$ cat src/rtl/seg_pkg.sv
// seg_pkg: shared constants for the 7-segment display back-end.
//   - active-low glyph table (segment order g..a) plus BLANK / MINUS / ERR
//   - display mode encodings
//   - controller FSM state encoding
//   - helper that sizes the internal BCD register from the binary width
`timescale 1ns/1ps
package seg_pkg;

  localparam logic [6:0] SEG_BLANK = 7'h7F;
  localparam logic [6:0] SEG_MINUS = 7'h3F;
  localparam logic [6:0] SEG_ERR   = 7'h06;

  localparam logic [6:0] SEG_GLYPH [16] = '{
    7'h40, 7'h79, 7'h24, 7'h30, 7'h19, 7'h12, 7'h02, 7'h78,
    7'h00, 7'h10, 7'h08, 7'h03, 7'h46, 7'h21, 7'h06, 7'h0E
  };

  localparam logic [1:0] MODE_HEX  = 2'd0;
  localparam logic [1:0] MODE_UDEC = 2'd1;
  localparam logic [1:0] MODE_SDEC = 2'd2;

  typedef enum logic [1:0] {
    ST_IDLE  = 2'd0,
    ST_CONV  = 2'd1,
    ST_LATCH = 2'd2
  } state_e;

  // ceil(w * log10(2)) using a 5-digit fixed-point log10(2).
  function automatic int bcd_digits(input int w);
    return (w * 30103 + 99999) / 100000;
  endfunction

endpackage

$ cat src/rtl/bin2bcd_seq.sv
// bin2bcd_seq: sequential shift-add-3 (double-dabble) binary-to-BCD converter.
//   clk_i    clock
//   rst_ni   asynchronous active-low reset
//   start_i  capture bin_i and begin a conversion (ignored while busy)
//   bin_i    DATA_W-bit unsigned value
//   busy_o   high while shifting (DATA_W cycles)
//   done_o   high during the cycle whose edge performs the final shift
//   bcd_o    BCD_DIGITS packed BCD digits, digit 0 in bits [3:0]
`timescale 1ns/1ps
module bin2bcd_seq
  import seg_pkg::*;
#(
  parameter int DATA_W     = 32,
  parameter int BCD_DIGITS = 10
) (
  input  logic                    clk_i,
  input  logic                    rst_ni,
  input  logic                    start_i,
  input  logic [DATA_W-1:0]       bin_i,
  output logic                    busy_o,
  output logic                    done_o,
  output logic [4*BCD_DIGITS-1:0] bcd_o
);

  localparam int BCDW = 4 * BCD_DIGITS;
  localparam int CW   = (DATA_W > 1) ? $clog2(DATA_W) : 1;
  localparam logic [CW-1:0] LAST_BIT = CW'(DATA_W - 1);

  logic [DATA_W-1:0] shift_q, shift_d;
  logic [BCDW-1:0]   bcd_q, bcd_d, bcd_adj;
  logic [CW-1:0]     cnt_q, cnt_d;
  logic              busy_q, busy_d;
  logic              last;

  assign last = busy_q && (cnt_q == LAST_BIT);

  // Pre-shift correction: any digit >= 5 would become >= 10 after doubling.
  always_comb begin
    bcd_adj = bcd_q;
    for (int i = 0; i < BCD_DIGITS; i++) begin
      if (bcd_q[4*i +: 4] >= 4'd5) begin
        bcd_adj[4*i +: 4] = bcd_q[4*i +: 4] + 4'd3;
      end
    end
  end

  always_comb begin
    shift_d = shift_q;
    bcd_d   = bcd_q;
    cnt_d   = cnt_q;
    busy_d  = busy_q;
    if (start_i && !busy_q) begin
      shift_d = bin_i;
      bcd_d   = '0;
      cnt_d   = '0;
      busy_d  = 1'b1;
    end else if (busy_q) begin
      bcd_d   = {bcd_adj[BCDW-2:0], shift_q[DATA_W-1]};
      shift_d = shift_q << 1;
      cnt_d   = cnt_q + 1'b1;
      if (last) begin
        busy_d = 1'b0;
      end
    end
  end

  always_ff @(posedge clk_i or negedge rst_ni) begin
    if (!rst_ni) begin
      shift_q <= '0;
      bcd_q   <= '0;
      cnt_q   <= '0;
      busy_q  <= 1'b0;
    end else begin
      shift_q <= shift_d;
      bcd_q   <= bcd_d;
      cnt_q   <= cnt_d;
      busy_q  <= busy_d;
    end
  end

  assign busy_o = busy_q;
  assign done_o = last;
  assign bcd_o  = bcd_q;

endmodule

$ cat src/rtl/seg_display_ctrl.sv
// seg_display_ctrl: converts a captured value into active-low 7-segment
// patterns for NUM_DIGITS digits in hex, unsigned or signed decimal.
//   KEY0      clock (rising edge)
//   KEY1      asynchronous active-low reset
//   data_in   value to display, sampled with load
//   load      capture strobe (ignored while busy)
//   mode      0=hex, 1=unsigned dec, 2=signed dec, 3=hex
//   blank_lz  blank leading zero digits
//   hex_out   digit i in bits [7i+6:7i], segments g..a, active-low
//   busy      decimal conversion in progress (DATA_W+1 cycles)
//   ovf       value does not fit the display; all digits show 'E'
//
// state    | meaning
// ST_IDLE  | waiting for load; hex loads update the display directly
// ST_CONV  | double-dabble engine shifting in the magnitude
// ST_LATCH | BCD result final; display and ovf update on leaving
`timescale 1ns/1ps
module seg_display_ctrl
  import seg_pkg::*;
#(
  parameter int DATA_W     = 32,
  parameter int NUM_DIGITS = 6
) (
  input  logic                    KEY0,
  input  logic                    KEY1,
  input  logic [DATA_W-1:0]       data_in,
  input  logic                    load,
  input  logic [1:0]              mode,
  input  logic                    blank_lz,
  output logic [7*NUM_DIGITS-1:0] hex_out,
  output logic                    busy,
  output logic                    ovf
);

  localparam int BCD_DIGITS = bcd_digits(DATA_W);
  localparam int BCDW       = 4 * BCD_DIGITS;
  localparam int NIBW       = 4 * NUM_DIGITS;
  localparam int SEGW       = 7 * NUM_DIGITS;

  state_e state_q, state_d;

  logic [SEGW-1:0] hex_q, hex_d, seg_render;
  logic            ovf_q, ovf_d;
  logic            neg_q, neg_d;
  logic            blank_q, blank_d;

  logic              is_dec;
  logic              neg_in;
  logic [DATA_W-1:0] mag;
  logic              start;
  logic              upd_hex;
  logic              upd_dec;
  logic              conv_busy;
  logic              conv_done;
  logic [BCDW-1:0]   bcd;

  // ---------------------------------------------------------------- input side
  assign is_dec = (mode == MODE_UDEC) || (mode == MODE_SDEC);
  assign neg_in = (mode == MODE_SDEC) && data_in[DATA_W-1];
  // The most-negative value negates to itself, which read unsigned is the
  // correct magnitude.
  assign mag    = neg_in ? -data_in : data_in;

  bin2bcd_seq #(
    .DATA_W    (DATA_W),
    .BCD_DIGITS(BCD_DIGITS)
  ) u_bin2bcd (
    .clk_i  (KEY0),
    .rst_ni (KEY1),
    .start_i(start),
    .bin_i  (mag),
    .busy_o (conv_busy),
    .done_o (conv_done),
    .bcd_o  (bcd)
  );

  // ---------------------------------------------------------------- FSM
  always_ff @(posedge KEY0 or negedge KEY1) begin
    if (!KEY1) begin
      state_q <= ST_IDLE;
    end else begin
      state_q <= state_d;
    end
  end

  always_comb begin
    state_d = state_q;
    case (state_q)
      ST_IDLE:  if (load && is_dec) state_d = ST_CONV;
      ST_CONV:  if (conv_done)      state_d = ST_LATCH;
      ST_LATCH:                     state_d = ST_IDLE;
      default:                      state_d = ST_IDLE;
    endcase
  end

  always_comb begin
    start   = 1'b0;
    upd_hex = 1'b0;
    upd_dec = 1'b0;
    case (state_q)
      ST_IDLE: begin
        start   = load && is_dec;
        upd_hex = load && !is_dec;
      end
      ST_LATCH: upd_dec = 1'b1;
      default: ;
    endcase
  end

  // ---------------------------------------------------------------- digit sources
  // Zero-extend so the low NUM_DIGITS nibbles and the overflow bits above
  // them can be sliced regardless of the relative widths.
  logic [NIBW+DATA_W-1:0] data_ext;
  logic [NIBW+BCDW-1:0]   bcd_ext;
  logic [NIBW-1:0]        hex_nib, dec_nib, src_nib;
  logic                   hex_ovf, dec_ovf_u, dec_ovf_n;
  logic                   src_ovf, src_neg, src_blank;

  assign data_ext  = {{NIBW{1'b0}}, data_in};
  assign bcd_ext   = {{NIBW{1'b0}}, bcd};
  assign hex_nib   = data_ext[NIBW-1:0];
  assign dec_nib   = bcd_ext[NIBW-1:0];
  assign hex_ovf   = |data_ext[NIBW+DATA_W-1:NIBW];
  assign dec_ovf_u = |bcd_ext[NIBW+BCDW-1:NIBW];
  // A negative value gives up its top digit to the minus sign.
  assign dec_ovf_n = |bcd_ext[NIBW+BCDW-1:NIBW-4];

  assign src_nib   = upd_dec ? dec_nib : hex_nib;
  assign src_ovf   = upd_dec ? (neg_q ? dec_ovf_n : dec_ovf_u) : hex_ovf;
  assign src_neg   = upd_dec && neg_q;
  assign src_blank = upd_dec ? blank_q : blank_lz;

  // ---------------------------------------------------------------- glyph render
  always_comb begin
    int msd;
    msd        = 0;
    seg_render = '0;
    for (int i = 0; i < NUM_DIGITS; i++) begin
      if (src_nib[4*i +: 4] != 4'd0) msd = i;
    end
    for (int i = 0; i < NUM_DIGITS; i++) begin
      if (src_ovf) begin
        seg_render[7*i +: 7] = SEG_ERR;
      end else if (src_neg && ((src_blank && (i == msd + 1)) ||
                               (!src_blank && (i == NUM_DIGITS - 1)))) begin
        seg_render[7*i +: 7] = SEG_MINUS;
      end else if (src_blank && (i > msd)) begin
        seg_render[7*i +: 7] = SEG_BLANK;
      end else begin
        seg_render[7*i +: 7] = SEG_GLYPH[src_nib[4*i +: 4]];
      end
    end
  end

  // ---------------------------------------------------------------- display regs
  always_comb begin
    hex_d   = hex_q;
    ovf_d   = ovf_q;
    neg_d   = neg_q;
    blank_d = blank_q;
    if (upd_hex || upd_dec) begin
      hex_d = seg_render;
      ovf_d = src_ovf;
    end
    if (start) begin
      neg_d   = neg_in;
      blank_d = blank_lz;
    end
  end

  always_ff @(posedge KEY0 or negedge KEY1) begin
    if (!KEY1) begin
      hex_q   <= {NUM_DIGITS{SEG_BLANK}};
      ovf_q   <= 1'b0;
      neg_q   <= 1'b0;
      blank_q <= 1'b0;
    end else begin
      hex_q   <= hex_d;
      ovf_q   <= ovf_d;
      neg_q   <= neg_d;
      blank_q <= blank_d;
    end
  end

  assign hex_out = hex_q;
  assign ovf     = ovf_q;
  assign busy    = conv_busy || (state_q != ST_IDLE);

endmodule

$ cat config.mk
export PLATFORM = sky130hd
export DESIGN_NAME = seg_display_ctrl
export DESIGN_NICKNAME = d
export VERILOG_FILES = /design/src/rtl/seg_pkg.sv /design/src/rtl/bin2bcd_seq.sv /design/src/rtl/seg_display_ctrl.sv
export SDC_FILE = /design/constraint.sdc
export NUM_CORES = 1
export LEC_CHECK = 0
export ABC_AREA = 1
export BUFFER_PORTS_ARGS = -buffer_cell sky130_fd_sc_hd__buf_4
export CORE_MARGIN = 2
export CORE_UTILIZATION = 55
export CTS_CLUSTER_DIAMETER = 50
export CTS_CLUSTER_SIZE = 40
export DETAILED_ROUTE_END_ITERATION = 7
export PLACE_DENSITY = 0.77
export SLEW_MARGIN = 10
export SYNTH_ARGS = -nofsm -noshare
export SYNTH_HDL_FRONTEND = slang
export SYNTH_HIERARCHICAL = 1
export SYNTH_SLANG_ARGS = --single-unit
$ cat constraint.sdc
create_clock -name KEY0 -period 3.2 [get_ports KEY0]
set_input_delay 0.32 -clock KEY0 [delete_from_list [all_inputs] [get_ports KEY0]]
set_output_delay 0.32 -clock KEY0 [all_outputs]
set_load 0.05 [all_outputs]
# Word-level counts from Yosys, hierarchy flattened
# Memory sizes are Yosys's and may differ from the RTL's.
# Index checks and enable logic that the tools add are counted.
# totals
reg_bits,125
mem_bits_ro,672
in_bits,38
output_inout_bits,44
n_memories,6
# mem_list
memory,depth,width,rd,rd_clocked_by_memory_dff,write_ports,line_no,source
(no name shown),16,7,1,0,0,seg_display_ctrl.sv:150,seg_render[7*i +: 7] = SEG_GLYPH[src_nib[4*i +: 4]];
(no name shown),16,7,1,0,0,seg_display_ctrl.sv:150,
(no name shown),16,7,1,0,0,seg_display_ctrl.sv:150,
(no name shown),16,7,1,0,0,seg_display_ctrl.sv:150,
(no name shown),16,7,1,0,0,seg_display_ctrl.sv:150,
(no name shown),16,7,1,0,0,seg_display_ctrl.sv:150,
# op_classes
addsub,13
n_lt_le_gt_ge,22
n_eq_ne,12
n_mux,65
bitwise,6
n_reduce_logical,44
# ops
cell,count
$mux 32,7
$mux 7,30
$mux 40,2
$eq 3x32->1 const A,2
$eq 4x32->1 const A,2
$gt 3x32->1 const A,2
$gt 4x32->1 const A,2
$ge 4x3->1 const B,10
$add 4x2->4 const B,9
$mux 4,9
$add 32x2->32 const B,1
$eq 2x32->1 const A,1
$gt 1x32->1 const A,1
$gt 2x32->1 const A,1
$logic_not 32->1,1
$neg 32->32,1
$ge 5x5->1 const B,6
$not 4->5,6
$logic_and 1x1->1,24
$mux 24,1
$reduce_bool 4->1,5
$reduce_or 20->1,1
$reduce_or 16->1,1
$mux 1,10
16 further kinds,27

# Longest topological paths before layout
# logic_depth
word_depth,16
ltp_mapped,23
mapped_depth_nobuf,21

# By module
# The synthesis kept the hierarchy.
# by_module_without_submodules
module,instances,cells_per_inst,area_per_inst_um2,seq_area_each_um2
seg_display_ctrl,1,813,5168.7,1228.7
bin2bcd_seq,1,550,4225.3,1951.9

# Least setup slack after synthesis
# Ideal clock, no wire load.
# synth_timing
kind,reg2reg
start,register state_q[0]
end,register hex_q[15] (netlist: hex_out[15])
setup_ns,0.058
arrival_time_ns,3.198
path_slack_ns,-0.056
path_stages_with_launch,20
synth_period_minus_slack_ns,3.256
cell_sequence,dfrtp_1 inv_4 nand2_8 buf_6 buf_4 o21ai_0 ha_1 nand3_4 nor2_4 nand2_4 nor2_1 inv_1 ha_1 nor3_2 inv_2 nor2_4 nand2_4 nand3_1 nand2_1 inv_1
# synth_between
elab_chain_len,15
word_cells_on_any_way,32
# synth_rtl
element,line_no,source
start: declaration,seg_display_ctrl.sv:40,"state_e state_q, state_d;"
start signal: assignment,seg_display_ctrl.sv:82,state_q <= state_d;
$eq 2x2->1,seg_display_ctrl.sv:100,case (state_q)
$mux 1,seg_display_ctrl.sv:100,
$mux 24,seg_display_ctrl.sv:128,assign src_nib = upd_dec ? dec_nib : hex_nib;
$reduce_bool 4->1,seg_display_ctrl.sv:139,if (src_nib[4*i +: 4] != 4'd0) msd = i;
$mux 1,seg_display_ctrl.sv:139,
$mux 32 (4 in series),seg_display_ctrl.sv:139,
$add 32x2->32,seg_display_ctrl.sv:144,end else if (src_neg && ((src_blank && (i == msd + 1)) ||
$eq 3x32->1,seg_display_ctrl.sv:144,
$logic_and 1x1->1 (2 in series),seg_display_ctrl.sv:144,
$mux 7,seg_display_ctrl.sv:144,
$mux 7,seg_display_ctrl.sv:142,if (src_ovf) begin
end signal: assignment,seg_display_ctrl.sv:173,hex_q <= {NUM_DIGITS{SEG_BLANK}};
end: declaration,seg_display_ctrl.sv:42,"logic [SEGW-1:0] hex_q, hex_d, seg_render;"
# Several ways; a longest one is shown, not always the timed one. The select of a mux whose other input is x is not followed.
# A chain may end at the register's enable or synchronous reset.

# Final worst setup path
# layout_timing
start,register state_q[0]
end,register hex_q[19] (netlist: hex_out[19])
# Same word-level chain as after synthesis.

==> summary.md <==
| Metric | Value |
|---|---|
| Area occupied by multi-input gates | `5350 um^2` |
| Routed Wire Length | `25500 um` |
| Setup TNS | `0 ps` |
| Die ar. | `18100 um^2` |
| Antenna diodes | `0` |
| Min cycle time layout | `2930 ps` |
| Final net count | `1554` |
| Post-route ant nets | `0` |
| 1st-iter DRT viols | `888` |
| Mapped Avg Cell Area | `6.89 um^2` |
| P_leak | `5.59 nW` |
| Top cells by count, synth | `nand2_1, inv_1, nor2_1` |
| Switching share of power | `42.9%` |
| Register area | `3180 um^2` |
| Area Growth Syn to Fin | `15.8%` |
| EDFF count, synth | `0` |
| DRC Markers | `0` |
| Distinct cell type count after synthesis | `51` |
| Initial Util | `56.4%` |
| Critical path's slowest cell | `dfrtp_2` |
| H-tree Lvls | `4` |
| Most frequent CP cell | `nand2_1` |
| Port bufs | `81` |
| GPL Wtd Cong | `0.957` |
| FILL cells | `1418` |
| DR WL/cell | `15.1 um` |
| CP top delay family | `simple AND/OR/NAND/NOR gates` |
| Most frequent cell after synthesis | `nand2_1` |
| Max incr delay on CP | `440 ps` |
| Vias | `9246` |
| Vias in the first global route | `8520` |
| Post-synth top area share | `22.1%` |
| Asr flop ratio synth | `100%` |
| Post-synthesis cell count | `1363` |
| # clock sinks | `125` |
| Ys Warns | `6` |
| CTS tree | `built` |
| Largest net degree at the start of global routing | `57` |
| Cell Rows | `47` |
| Final Max Slew Viols | `0` |
| Max Cap Viol | `0` |
| DIE WIDTH | `135 um` |
| Power share of the clock group | `24.7%` |
| Skew-Pair Late Insertion Delay | `430 ps` |
| Layout Utilization | `65.3%` |
| First-pass DRT Iterations | `6` |
| Hold WC Path Type | `input pin to register` |
| Largest cells by area after synthesis | `dfrtp_1, nand2_1, dfstp_2, ha_1, inv_1` |
| First-pass GRT wire length | `41700 um` |
| DPL Wire Length | `18400 um` |
| Psw | `0.00313 W` |
| Crit start category | `register` |
| Antenna violations before repair | `0` |
| Crit path kind | `register to register` |
| Syn Nets | `1462` |
| Worst-margin pin slew | `895 ps` |
| GRT overflow | `0` |
| Skew final | `12.0 ps` |
| Cell taking the most area after synthesis | `dfrtp_1` |
| HP Start | `data_in[0]` |
| Cell Area, Synth | `9390 um^2` |
| RR Startpoint | `state_q[0]` |
| WP data arrival | `3300 ps` |
| Worst rel slew slack | `40.3%` |
| Endpoint class of the critical path | `register` |
| Peak VDD IR | `0.652 mV` |
| Clock slew at reported path FFs | `60 ps` |
| Setup crit start | `state_q[0]` |
| Core Footprint | `16600 um^2` |
| Final hold viol count | `0` |
| GRT Util Overall | `28.7%` |
| Req. time, crit path | `3570 ps` |
| Top_reg_cell synth | `dfrtp_1` |
| Share of layout cells above drive strength 1 | `16.3%` |
| Period utilisation layout | `91.6%` |
| CTS Root Cell | `clkbuf_16` |
| Unrepaired setup endpoints after global routing | `no` |
| I/O pin count | `82` |
| Status | `finished clean` |
| Worst path buffer plus inverter count | `4` |
| Post-synthesis sequential area ratio | `33.9%` |
| Via density | `5.48` |
| FMAX | `0.341 GHz` |
| Combinational Power Share | `40.7%` |
| Critical-path cell list | `clkinv_4, nand2_8, nand2_1, o21ai_0, inv_1, ha_1, nand3_4, nor2_4, nand2_4, nor2_1, inv_1, ha_1, nor3_4, inv_2, nor2_4, nand2_4, nand3_1, nand2_1, nand2_1` |
| Pwr Density | `672 nW/um^2` |
| Worst-path fanout max | `21` |
| # setup viols final | `0` |
| Clock buffer depth | `2` |
| Yosys reg bits | `125` |
| CTS buffer count | `17` |
| Die Ht | `135 um` |
| Seq pwr share | `34.6%` |
| Internal | `0.00418 W` |
kinds of logic after synthesis:
family          synth area share, %
simple gates                   34.5
fa+ha+maj                      8.12
flops                          33.9
buf+inv                        9.52
mux                           0.107
xor+xnor                       1.96
compound gates                 11.9
metal layers:
layer	part of all wire (%)	vias to the layer above	GRT usage, %
met1	45	4235	39.3
met3	7.6	51	5.48
met4	2.9	0	11.5
met5	0	-	0
met2	45	372	45.0
li1	-	4588	-
state kept, by name, indices dropped and copies added, names as in the netlist:
register,count
blank_q,1
hex_out,42
neg_q,1
ovf,1
state_q,2
u_bin2bcd/bcd_o,40
u_bin2bcd/busy_o,1
u_bin2bcd/cnt_q,5
u_bin2bcd/shift_q,32
worst min-delay path, stage by stage:
cell	delay (ps)
buf_4	90
nand2_1	50
o21ai_1	60
stage by stage:
| step | cells | area (um^2) | hold WS, ps | power (W) | worst slack [ps] |
|---|---|---|---|---|---|
| after floorplan | 1363 | 9390 | 24.4 | 0.00465 | 41.2 |
| after global placement | 1650 | 10300 | 332 | 0.00533 | 156 |
| after detailed placement | 1650 | 10300 | 343 | 0.00543 | 24.9 |
| after CTS | 1683 | 10800 | 125 | 0.00726 | 51.5 |
| after global routing | 1688 | 10900 | 153 | 0.00790 | 29.6 |
| final | 1688 | 10900 | 137 | 0.00731 | 269 |
path summary, 6_finish.rpt:
kind	endpoint	slack (ps)	cells past startpoint
setup / recovery	hex_out[19]	270	19
min in group asynchronous	u_bin2bcd/bcd_o[28]	420	2
setup reg to reg	hex_out[19]	270	19
max in group asynchronous	hex_out[39]	1920	3
hold reg to reg	hex_out[14]	460	2
hold / removal	u_bin2bcd/shift_q[0]	140	3
power by group through the flow:
stage	Combinational (W)	Sequential, W	Clock (W)
floorplan	0.00228	0.00238	0
global placement	0.00281	0.00252	0
detailed placement	0.00290	0.00253	0
CTS	0.00292	0.00251	0.00183
global route	0.00341	0.00260	0.00190
finish	0.00297	0.00253	0.00181
area by class of cell:
cell class | count | area share (%)
Sequential cell | 125 | 29.3
Tap cell | 220 | 2.53
Inverter | 184 | 6.40
Timing Repair Buffer | 109 | 7.66
Multi-Input combinational cell | 1018 | 49.2
Clock buffer | 25 | 4.37
Clock inverter | 7 | 0.610
timing repair:
action	CTS	global route
resized for setup	1	6
endpoints found under the hold margin	37	0
pin swaps	0	2
gates cloned	0	1
endpoints found under the setup margin	8	28
hold buffers	1	0
buffers inserted	0	4
placed cells by master (no fill, tap or decap), drive strengths merged, types with 27 or more instances in the layout:
cell type / instances
a21oi: 29
buf: 108
dfrtp: 83
dfstp: 42
ha: 61
inv: 183
nand2: 467
nand3: 110
nand4: 27
nor2: 119
o21ai: 86
No activity file was read; power rests on OpenSTA's default activity.
